`src/rtl/umich_seqgen_pipe.sv`:
```
// umich_seqgen_pipe: WIDTH-bit, DEPTH-stage valid/ready pipeline with priority-select input and sync clear/preset/hold.
// Define UMICH_SEQGEN_PARITY_EN to carry an even-parity bit per stage and expose it on Q_par.
module umich_seqgen_pipe #(
    parameter int WIDTH = 8,
    parameter int N_IN = 3,
    parameter int DEPTH = 2,
    parameter logic [WIDTH-1:0] PRESET_VAL = '0
) (
    input  logic                         clocked_on,
    input  logic                         clear,
    input  logic [N_IN*WIDTH-1:0]        data_in,
    input  logic [N_IN-1:0]              control,
    input  logic                         in_valid,
    output logic                         in_ready,
    input  logic                         synch_clear,
    input  logic                         synch_preset,
    input  logic                         synch_toggle,
    output logic                         out_valid,
    input  logic                         out_ready,
    output logic [WIDTH-1:0]             Q,
    output logic [$clog2(DEPTH+1)-1:0]   occ
`ifdef UMICH_SEQGEN_PARITY_EN
    ,
    output logic                         Q_par
`endif
);
    localparam int OW = $clog2(DEPTH+1);

    logic [DEPTH-1:0] v, v_n, adv;
    logic [WIDTH-1:0] d [DEPTH];
    logic [WIDTH-1:0] d_n [DEPTH];
    logic [WIDTH-1:0] sel;
    logic [OW-1:0] occ_n;
    logic full, in_take, run;
`ifdef UMICH_SEQGEN_PARITY_EN
    logic [DEPTH-1:0] p, p_n;
    assign Q_par = p[DEPTH-1];
`endif

    always_comb begin
        sel = data_in[(N_IN-1)*WIDTH +: WIDTH];
        for (int i = N_IN-1; i >= 0; i--)
            if (control[i]) sel = data_in[i*WIDTH +: WIDTH];
    end

    // a stage advances when some later stage is empty or the last stage is being popped
    always_comb begin
        full = 1'b1;
        for (int k = DEPTH-1; k >= 0; k--) begin
            adv[k] = out_ready | ~full;
            full = full & v[k];
        end
    end

    assign run = clear & ~synch_clear & ~synch_toggle;
    assign in_take = ~v[0] | adv[0];
    assign in_ready = run & in_take;
    assign out_valid = v[DEPTH-1] & ~synch_toggle;
    assign Q = d[DEPTH-1];

    always_comb begin
        v_n = v;
        d_n = d;
`ifdef UMICH_SEQGEN_PARITY_EN
        p_n = p;
`endif
        if (synch_clear) begin
            v_n = '0;
            if (synch_preset) begin
                v_n[0] = 1'b1;
                d_n[0] = PRESET_VAL;
`ifdef UMICH_SEQGEN_PARITY_EN
                p_n[0] = ^PRESET_VAL;
`endif
            end
        end else if (!synch_toggle) begin
            for (int k = 1; k < DEPTH; k++) begin
                if (adv[k-1]) begin
                    v_n[k] = v[k-1];
                    if (v[k-1]) d_n[k] = d[k-1];
`ifdef UMICH_SEQGEN_PARITY_EN
                    if (v[k-1]) p_n[k] = p[k-1];
`endif
                end
            end
            if (in_take) begin
                v_n[0] = in_valid;
                if (in_valid) d_n[0] = sel;
`ifdef UMICH_SEQGEN_PARITY_EN
                if (in_valid) p_n[0] = ^sel;
`endif
            end
        end
        occ_n = '0;
        for (int k = 0; k < DEPTH; k++) occ_n = occ_n + OW'(v_n[k]);
    end

    always_ff @(posedge clocked_on) begin
        if (!clear) begin
            v <= '0;
            d <= '{default: '0};
            occ <= '0;
`ifdef UMICH_SEQGEN_PARITY_EN
            p <= '0;
`endif
        end else begin
            v <= v_n;
            d <= d_n;
            occ <= occ_n;
`ifdef UMICH_SEQGEN_PARITY_EN
            p <= p_n;
`endif
        end
    end
endmodule

```
`config.mk`:
```
export PLATFORM = sky130hd
export DESIGN_NAME = umich_seqgen_pipe
export DESIGN_NICKNAME = d
export VERILOG_FILES = /design/src/rtl/umich_seqgen_pipe.sv
export SDC_FILE = /design/constraint.sdc
export NUM_CORES = 1
export LEC_CHECK = 0
export BUFFER_PORTS_ARGS = -buffer_cell sky130_fd_sc_hd__buf_4
export CORE_AREA = 2 2 60 62
export CTS_CLUSTER_DIAMETER = 200
export CTS_CLUSTER_SIZE = 40
export DETAILED_ROUTE_END_ITERATION = 7
export DIE_AREA = 0 0 62 64
export PLACE_DENSITY = 0.57
export SYNTH_ARGS = -nofsm -noshare
export SYNTH_HDL_FRONTEND = slang
export SYNTH_SLANG_ARGS = --single-unit
```
`constraint.sdc`:
```
create_clock -name clocked_on -period 2.79 [get_ports clocked_on]
set_input_delay 0.279 -clock clocked_on [delete_from_list [all_inputs] [get_ports clocked_on]]
set_output_delay 0.279 -clock clocked_on [all_outputs]
set_load 0.005 [all_outputs]
```
==> results of run 1 <==
==> power by group through the flow <==
stage	Sequential, mW	Clock (mW)	Combinational [mW]
after detailed placement	0.302	0	0.0950
after CTS	0.296	0.246	0.0959
after floorplan	0.302	0	0.0543
after global routing	0.297	0.262	0.105
final	0.296	0.235	0.0942
after global placement	0.302	0	0.0940
==> placed cells by master, fill, tap and decap left out <==
cell type | netlist | routed
a211oi_1 | 2 | 2
a21oi_1 | 11 | 11
a22o_1 | 1 | 1
and2_1 | 3 | 3
and2b_1 | 1 | 1
and2b_2 | 1 | 1
buf_4 | 10 | 44
bufinv_16 | 0 | 1
clkbuf_4 | 0 | 3
clkinv_1 | 1 | 1
dfxtp_1 | 20 | 20
ha_1 | 1 | 1
inv_1 | 2 | 2
mux2_2 | 8 | 8
mux2i_1 | 8 | 8
nand2_1 | 9 | 9
nand2b_1 | 9 | 9
nand3_1 | 8 | 8
nand3b_1 | 1 | 1
nor2b_1 | 1 | 1
nor3b_1 | 1 | 1
nor3b_2 | 2 | 2
o211ai_1 | 8 | 8
o21ai_0 | 2 | 2
o21ai_1 | 7 | 7
o21ai_2 | 1 | 1
or3b_1 | 1 | 1
==> sequential cells by signal, summed over array words and instances (netlist names) <==
signal	count
occ	2
v	2
Q	8
d	8
==> cell families (layout without fill, tap and decap cells) <==
logic type               count (synthesis)  in the layout  synth area share (%)
adder cells (fa/ha/maj)                  1              1                  1.12
AND/OR/NAND/NOR                         37             37                  19.6
AO/OA/AOI/OAI                           32             32                  17.2
flip-flops                              20             20                  35.7
buffers and inverters                   19             51                  11.2
multiplexers                            16             16                  15.2
==> layer usage <==
| metal | up-vias | share of wire, % |
|---|---|---|
| met2 | 36 | 46 |
| met5 | - | 0 |
| met1 | 407 | 47 |
| met3 | 2 | 6.1 |
| li1 | 499 | - |
| met4 | 0 | 1.2 |
==> stage by stage <==
step	hold slack (ns)	util [%]	cell area, um2
6_report	0.216	44.1	1450
5_1_grt	0.195	44.1	1450
4_1_cts	0.199	44.1	1450
3_5_place_dp	0.452	42.5	1400
3_3_place_gp	0.451	42.5	1400
2_1_floorplan	0.435	-	1120
==> critical path: cells and delay by family <==
family	cells	cell delay, ns
simple gates	2	0.68
buf+inv	2	0.26
==> how the worst max path moves through the flow <==
stage | start | end | slack, ns | cells past startpoint
2_1_floorplan | v[1] | occ[0] | 1.42 | 5
3_3_place_gp | out_ready | occ[0] | 1.24 | 6
3_5_place_dp | out_ready | occ[0] | 1.25 | 6
4_1_cts | clear | in_ready | 1.25 | 4
5_1_grt | v[1] | occ[0] | 1.13 | 5
6_report | clear | in_ready | 1.29 | 4
==> cell type report <==
class                      instances  area (um2)  area share (%)
sequential                        20         400            27.7
clock buffer                       3        22.5            1.56
clock inverter                     1        30.0            2.07
tap                               46        57.6            3.98
multi-input combinational         86         596            41.1
timing repair buffer              44         330            22.8
inverter                           3        11.3           0.778
==> impl_metrics.py, run 1 <==
metrics = {
    "sta": {
        "setup_slack_ns": 1.29,
        "fmax_mhz": 666,
        "drv_slew": 0,
        "rsz0062_at_grt": "no",
        "fin_skew_ns": 0.00314,
        "hold_violations": 0,
        "setup_viol": 0,
        "worstMarginPinSlew_ns": 0.526,
        "fin_setup_tns_ns": 0,
        "finalCritPeriodShare_pct": 53.9,
        "maxSlewHeadroom_pct": 64.8,
        "fin_crit_ns": 1.50,
    },
    "detailed_routing": {
        "drc": 0,
        "wl_per_cell_um": 11.0,
        "vias_per_cell": 4.65,
        "drt_iter0_drc": 26,
        "num_vias": 944,
        "wl_um": 2240,
        "first_pass_iters": 4,
        "antenna_left": 0,
    },
    "yosys": {
        "yosys-top-cells-count": "dfxtp_1 (20), a21oi_1 (11), buf_4 (10), nand2_1 (9), nand2b_1 (9)",
        "syn-num-nets": 160,
        "synthCells": 125,
        "synth_top_area_cell": "dfxtp_1",
        "ys.flop_type": "dfxtp_1",
        "yosysSeqAreaShare_pct": 35.7,
        "syn_area_per_cell_um2": 8.97,
        "async_flop_share_pct": 0,
        "yosysMostFrequentCell": "dfxtp_1",
        "yosysUniqueCellTypes": 29,
        "synth_top_cell_area_share_pct": 35.7,
        "ys_ff_latch": 20,
        "yosysWarnings": 0,
        "synth-edff-count": 0,
        "mappedNetlistArea_um2": 1120,
        "netlist_top_cells_area": "dfxtp_1 (36%), mux2_2 (8.0%), mux2i_1 (7.1%)",
    },
    "global_routing": {
        "grt_pass1_wl_um": 4000,
        "grt_start_max_net_pins": 17,
        "met2_usage_pct": 19.9,
        "grt_use_met1_pct": 17.7,
        "antenna_found_initial": 0,
        "grt_most_used_layer": "met2",
        "grt_pass1_vias": 921,
        "grt_usage_pct": 13.1,
        "use_met3_pct": 1.82,
        "grt_overflow": 0,
    },
    "place": {
        "dp_hpwl_um": 1820,
        "post-place-ws_ns": 1.25,
        "port_buffers": 44,
        "placedCellCount": 199,
        "gp_congestion": 0.731,
    },
    "clocking": {
        "clockRootBuffer": "clkbuf_4",
        "hold_buffers": 0,
        "clockBufferDepth": 2,
        "worstSkewPairLatency_ns": 0.30,
        "cts_resized": 0,
        "path_clk_slew_ns": 0.11,
        "cts_max_level": 1,
        "clkSinkCount": 20,
        "cts_buffers": 3,
        "post-cts-setup-buffer-count": 0,
        "cts_tree": "built",
    },
    "hold_path": {
        "hp-class": "in -> reg",
        "min_path_cells": 2,
        "whs_endpoint": "v[1]",
        "hp-start": "synch_clear",
    },
    "status": {
        "status": "completed",
    },
    "worst_setup_path": {
        "worstPathRequired_ns": 2.51,
        "timing.rr.end": "occ[0]",
        "cp_slowest_cell": "nor3b_2",
        "worstPathArrival_ns": 1.22,
        "crit_top_cell": "buf_4",
        "max_stage_delay_ns": 0.48,
        "crit_path_start_kind": "input pin",
        "reg2reg_from": "v[1]",
        "crit_chain": "buf_4 > nor3b_2 > and2_1 > buf_4",
        "crit_path_max_fanout": 12,
        "critPathCaptureType": "primary output",
        "crit_type": "in -> out",
        "r2r_cells": 5,
        "regToRegSetupSlack_ns": 1.30,
    },
    "pwr": {
        "p_int_mw": 0.494,
        "pwr-share-clk_pct": 37.6,
        "seqPwrFrac_pct": 47.3,
        "total_power_mw": 0.625,
        "pwr_density_cell_nw_per_um2": 432,
        "p_comb_share_pct": 15.1,
        "p_sw_share_pct": 21.0,
        "p_sw_mw": 0.132,
        "power.leakage_nw": 0.587,
        "peakVddDrop_uv": 198,
    },
    "layout": {
        "drive_gt1_share_pct": 38.2,
        "syn_to_final_growth_pct": 29.1,
        "nFillCells": 350,
        "fin_cells": 203,
        "antenna_cells": 0,
        "fin_nets": 193,
    },
    "job": {
        "cap_violations": 0,
    },
    "die": {
        "dieArea_um2": 3970,
        "die_h_um": 64,
        "start_util_pct": 34.1,
        "rows": 21,
        "core_um2": 3280,
        "die-width_um": 62,
        "io_pins": 46,
    },
}
(Power assumes the default switching activity.)
==> run 2, diff against run 1 <==
--- a/config.mk
+++ b/config.mk
@@ -5,13 +5,14 @@
 export SDC_FILE = /design/constraint.sdc
 export NUM_CORES = 1
 export LEC_CHECK = 0
+export ABC_AREA = 1
 export BUFFER_PORTS_ARGS = -buffer_cell sky130_fd_sc_hd__buf_4
-export CORE_AREA = 2 2 60 62
+export CORE_AREA = 2 2 62 64
 export CTS_CLUSTER_DIAMETER = 200
 export CTS_CLUSTER_SIZE = 40
 export DETAILED_ROUTE_END_ITERATION = 7
-export DIE_AREA = 0 0 62 64
-export PLACE_DENSITY = 0.57
+export DIE_AREA = 0 0 64 66
+export PLACE_DENSITY = 0.56
 export SYNTH_ARGS = -nofsm -noshare
 export SYNTH_HDL_FRONTEND = slang
 export SYNTH_SLANG_ARGS = --single-unit
==> constraint.sdc (replaced) <==
create_clock -name clocked_on -period 1.6 [get_ports clocked_on]
set_input_delay 0.16 -clock clocked_on [delete_from_list [all_inputs] [get_ports clocked_on]]
set_output_delay 0.16 -clock clocked_on [all_outputs]
set_load 0.005 [all_outputs]
==> impl_metrics.py, run 2 <==
metrics = {
    "yosys": {
        "synth-edff-count": 0,
        "yosys-top-cells-count": "nand2_1 (47), inv_1 (33), nor2_1 (27), dfxtp_1 (20), nand3_1 (20)",
        "synth_xor_area_share_pct": 0,
        "ys_ff_latch": 20,
        "yosysSeqAreaShare_pct": 33.4,
        "async_flop_share_pct": 0,
        "netlist_top_cells_area": "dfxtp_1 (33%), nand2_1 (15%), inv_1 (10%)",
        "synthSimpleGateAreaFrac_pct": 38.1,
        "synth.mux.area_fraction_pct": 0,
        "synth_fa_ha_area_share_pct": 1.04,
        "yosysUniqueCellTypes": 20,
        "syn_area_per_cell_um2": 6.31,
        "yosysWarnings": 0,
        "synth_top_cell_area_share_pct": 33.4,
        "yosysMostFrequentCell": "nand2_1",
        "ys.flop_type": "dfxtp_1",
        "synth_top_family_by_area": "simple AND/OR/NAND/NOR gates",
        "synth_top_area_cell": "dfxtp_1",
        "synth_compound_area_share_pct": 8.04,
        "mappedNetlistArea_um2": 1200,
        "syn-num-nets": 225,
        "synthCells": 190,
    },
    "worst_setup_path": {
        "crit_path_max_fanout": 5,
        "worstPathArrival_ns": 1.19,
        "regToRegSetupSlack_ns": 0.36,
        "cp_slowest_cell": "dfxtp_1",
        "crit_chain": "nand3_2 > nand2_1 > nor2_1 > buf_4",
        "max_stage_delay_ns": 0.47,
        "reg2reg_from": "v[1]",
        "timing.rr.end": "occ[0]",
        "crit_type": "reg -> out",
        "crit_path_start_kind": "flop",
        "r2r_cells": 7,
        "critPathCaptureType": "primary output",
        "worstPathRequired_ns": 1.44,
    },
    "die": {
        "core_um2": 3550,
        "die-width_um": 64,
        "dieArea_um2": 4220,
        "io_pins": 46,
        "die_h_um": 66,
        "rows": 22,
        "start_util_pct": 33.8,
    },
    "global_routing": {
        "grt_pass1_vias": 963,
        "grt_pass1_wl_um": 4130,
        "grt_start_max_net_pins": 21,
        "grt_overflow": 0,
        "antenna_found_initial": 0,
        "grt_usage_pct": 12.4,
    },
    "clocking": {
        "clkSinkCount": 20,
        "hold_buffers": 0,
        "cts_max_level": 1,
        "cts_buffers": 3,
        "cts_resized": 0,
        "clockBufferDepth": 2,
        "cts_tree": "built",
        "path_clk_slew_ns": 0.12,
        "post-cts-setup-buffer-count": 0,
        "worstSkewPairLatency_ns": 0.31,
        "clockRootBuffer": "clkbuf_4",
    },
    "place": {
        "placed_area_um2": 1490,
        "port_buffers": 44,
        "dp_hpwl_um": 1780,
        "gp_congestion": 0.813,
    },
    "detailed_routing": {
        "wl_per_cell_um": 8.43,
        "num_vias": 1080,
        "wl_um": 2300,
        "vias_per_cell": 3.96,
        "antenna_left": 0,
        "drt_iter0_drc": 30,
        "first_pass_iters": 4,
        "drc": 0,
    },
    "status": {
        "status": "completed",
    },
    "layout": {
        "drive_gt1_share_pct": 25.8,
        "design_area_um2": 1540,
        "nFillCells": 382,
        "mostFrequentLayoutCell": "nand2_1",
        "fin_nets": 261,
        "antenna_cells": 0,
        "layout_common_cells": "nand2_1 (47), buf_4 (44), inv_1 (33)",
        "syn_to_final_growth_pct": 28.8,
    },
    "sta": {
        "hold_violations": 0,
        "finalCritPeriodShare_pct": 84.2,
        "fin_crit_ns": 1.35,
        "fin_skew_ns": 0.0138,
        "maxSlewHeadroom_pct": 83.8,
        "worstMarginPinSlew_ns": 0.242,
        "rsz0062_at_grt": "no",
        "fin_setup_tns_ns": 0,
        "drv_slew": 0,
        "fmax_mhz": 742,
        "setup_viol": 0,
    },
    "pwr": {
        "pwr_density_cell_nw_per_um2": 763,
        "power.leakage_nw": 0.824,
        "peakVddDrop_uv": 361,
    },
    "hold_path": {
        "hp-start": "clear",
        "whs_endpoint": "d[9]",
        "min_path_cells": 3,
        "hp-class": "in -> reg",
    },
    "job": {
        "cap_violations": 0,
    },
}
[run 2: power by group]
group          internal [mW]  switching, mW
Clock                  0.254          0.164
Sequential             0.525         0.0139
Combinational          0.112          0.111
[run 2: cell families (layout without fill, tap and decap cells)]
family | after synthesis | after routing
buf+inv | 49 | 84
compound gates | 19 | 19
flops | 20 | 20
simple gates | 101 | 101
fa+ha+maj | 1 | 1
[run 2: how the worst max path moves through the flow]
stage | start | to | slack, ns | depth (start not counted)
after CTS | v[0] | in_ready | 0.25 | 4
after global routing | v[0] | in_ready | 0.18 | 4
final | v[0] | in_ready | 0.25 | 4
after detailed placement | v[1] | occ[0] | 0.38 | 7
after floorplan | v[1] | occ[0] | 0.47 | 7
after global placement | v[1] | occ[0] | 0.38 | 7
[run 2: final cells by class]
| cell class | instances | area, um2 | share of cell area, % |
|---|---|---|---|
| Sequential cell | 20 | 400 | 25.9 |
| Inverter | 36 | 135 | 8.75 |
| Clock buffer | 3 | 22.5 | 1.46 |
| Tap cell | 48 | 60.1 | 3.89 |
| Timing Repair Buffer | 44 | 330 | 21.4 |
| Clock inverter | 1 | 30.0 | 1.94 |
| Multi-Input combinational cell | 121 | 566 | 36.6 |
[run 2: per-stage QoR]
step	instances	utilization [%]	worst slack (ns)	power (mW)	hold slack, ns
6_report	273	43.5	0.253	1.18	0.165
5_1_grt	273	43.5	0.177	1.26	0.164
4_1_cts	273	43.5	0.252	1.20	0.157
3_5_place_dp	269	42.0	0.377	0.775	0.438
3_3_place_gp	269	42.0	0.381	0.774	0.434
2_1_floorplan	190	-	0.471	0.686	0.344
[run 2: metal layers]
metal / global-route usage (%) / wire length (um) / up-vias
met5: 0 / 0 / -
met4: 8.97 / 55 / 0
met3: 2.56 / 169 / 4
met2: 17.3 / 862 / 38
met1: 16.8 / 1210 / 403
li1: - / - / 635
[run 2: critical path, delay by kind of cell (launching register included)]
family | cells | cell delay (ns)
DFF | 1 | 0.47
and+or+nand+nor | 3 | 0.28
buffers and inverters | 1 | 0.13
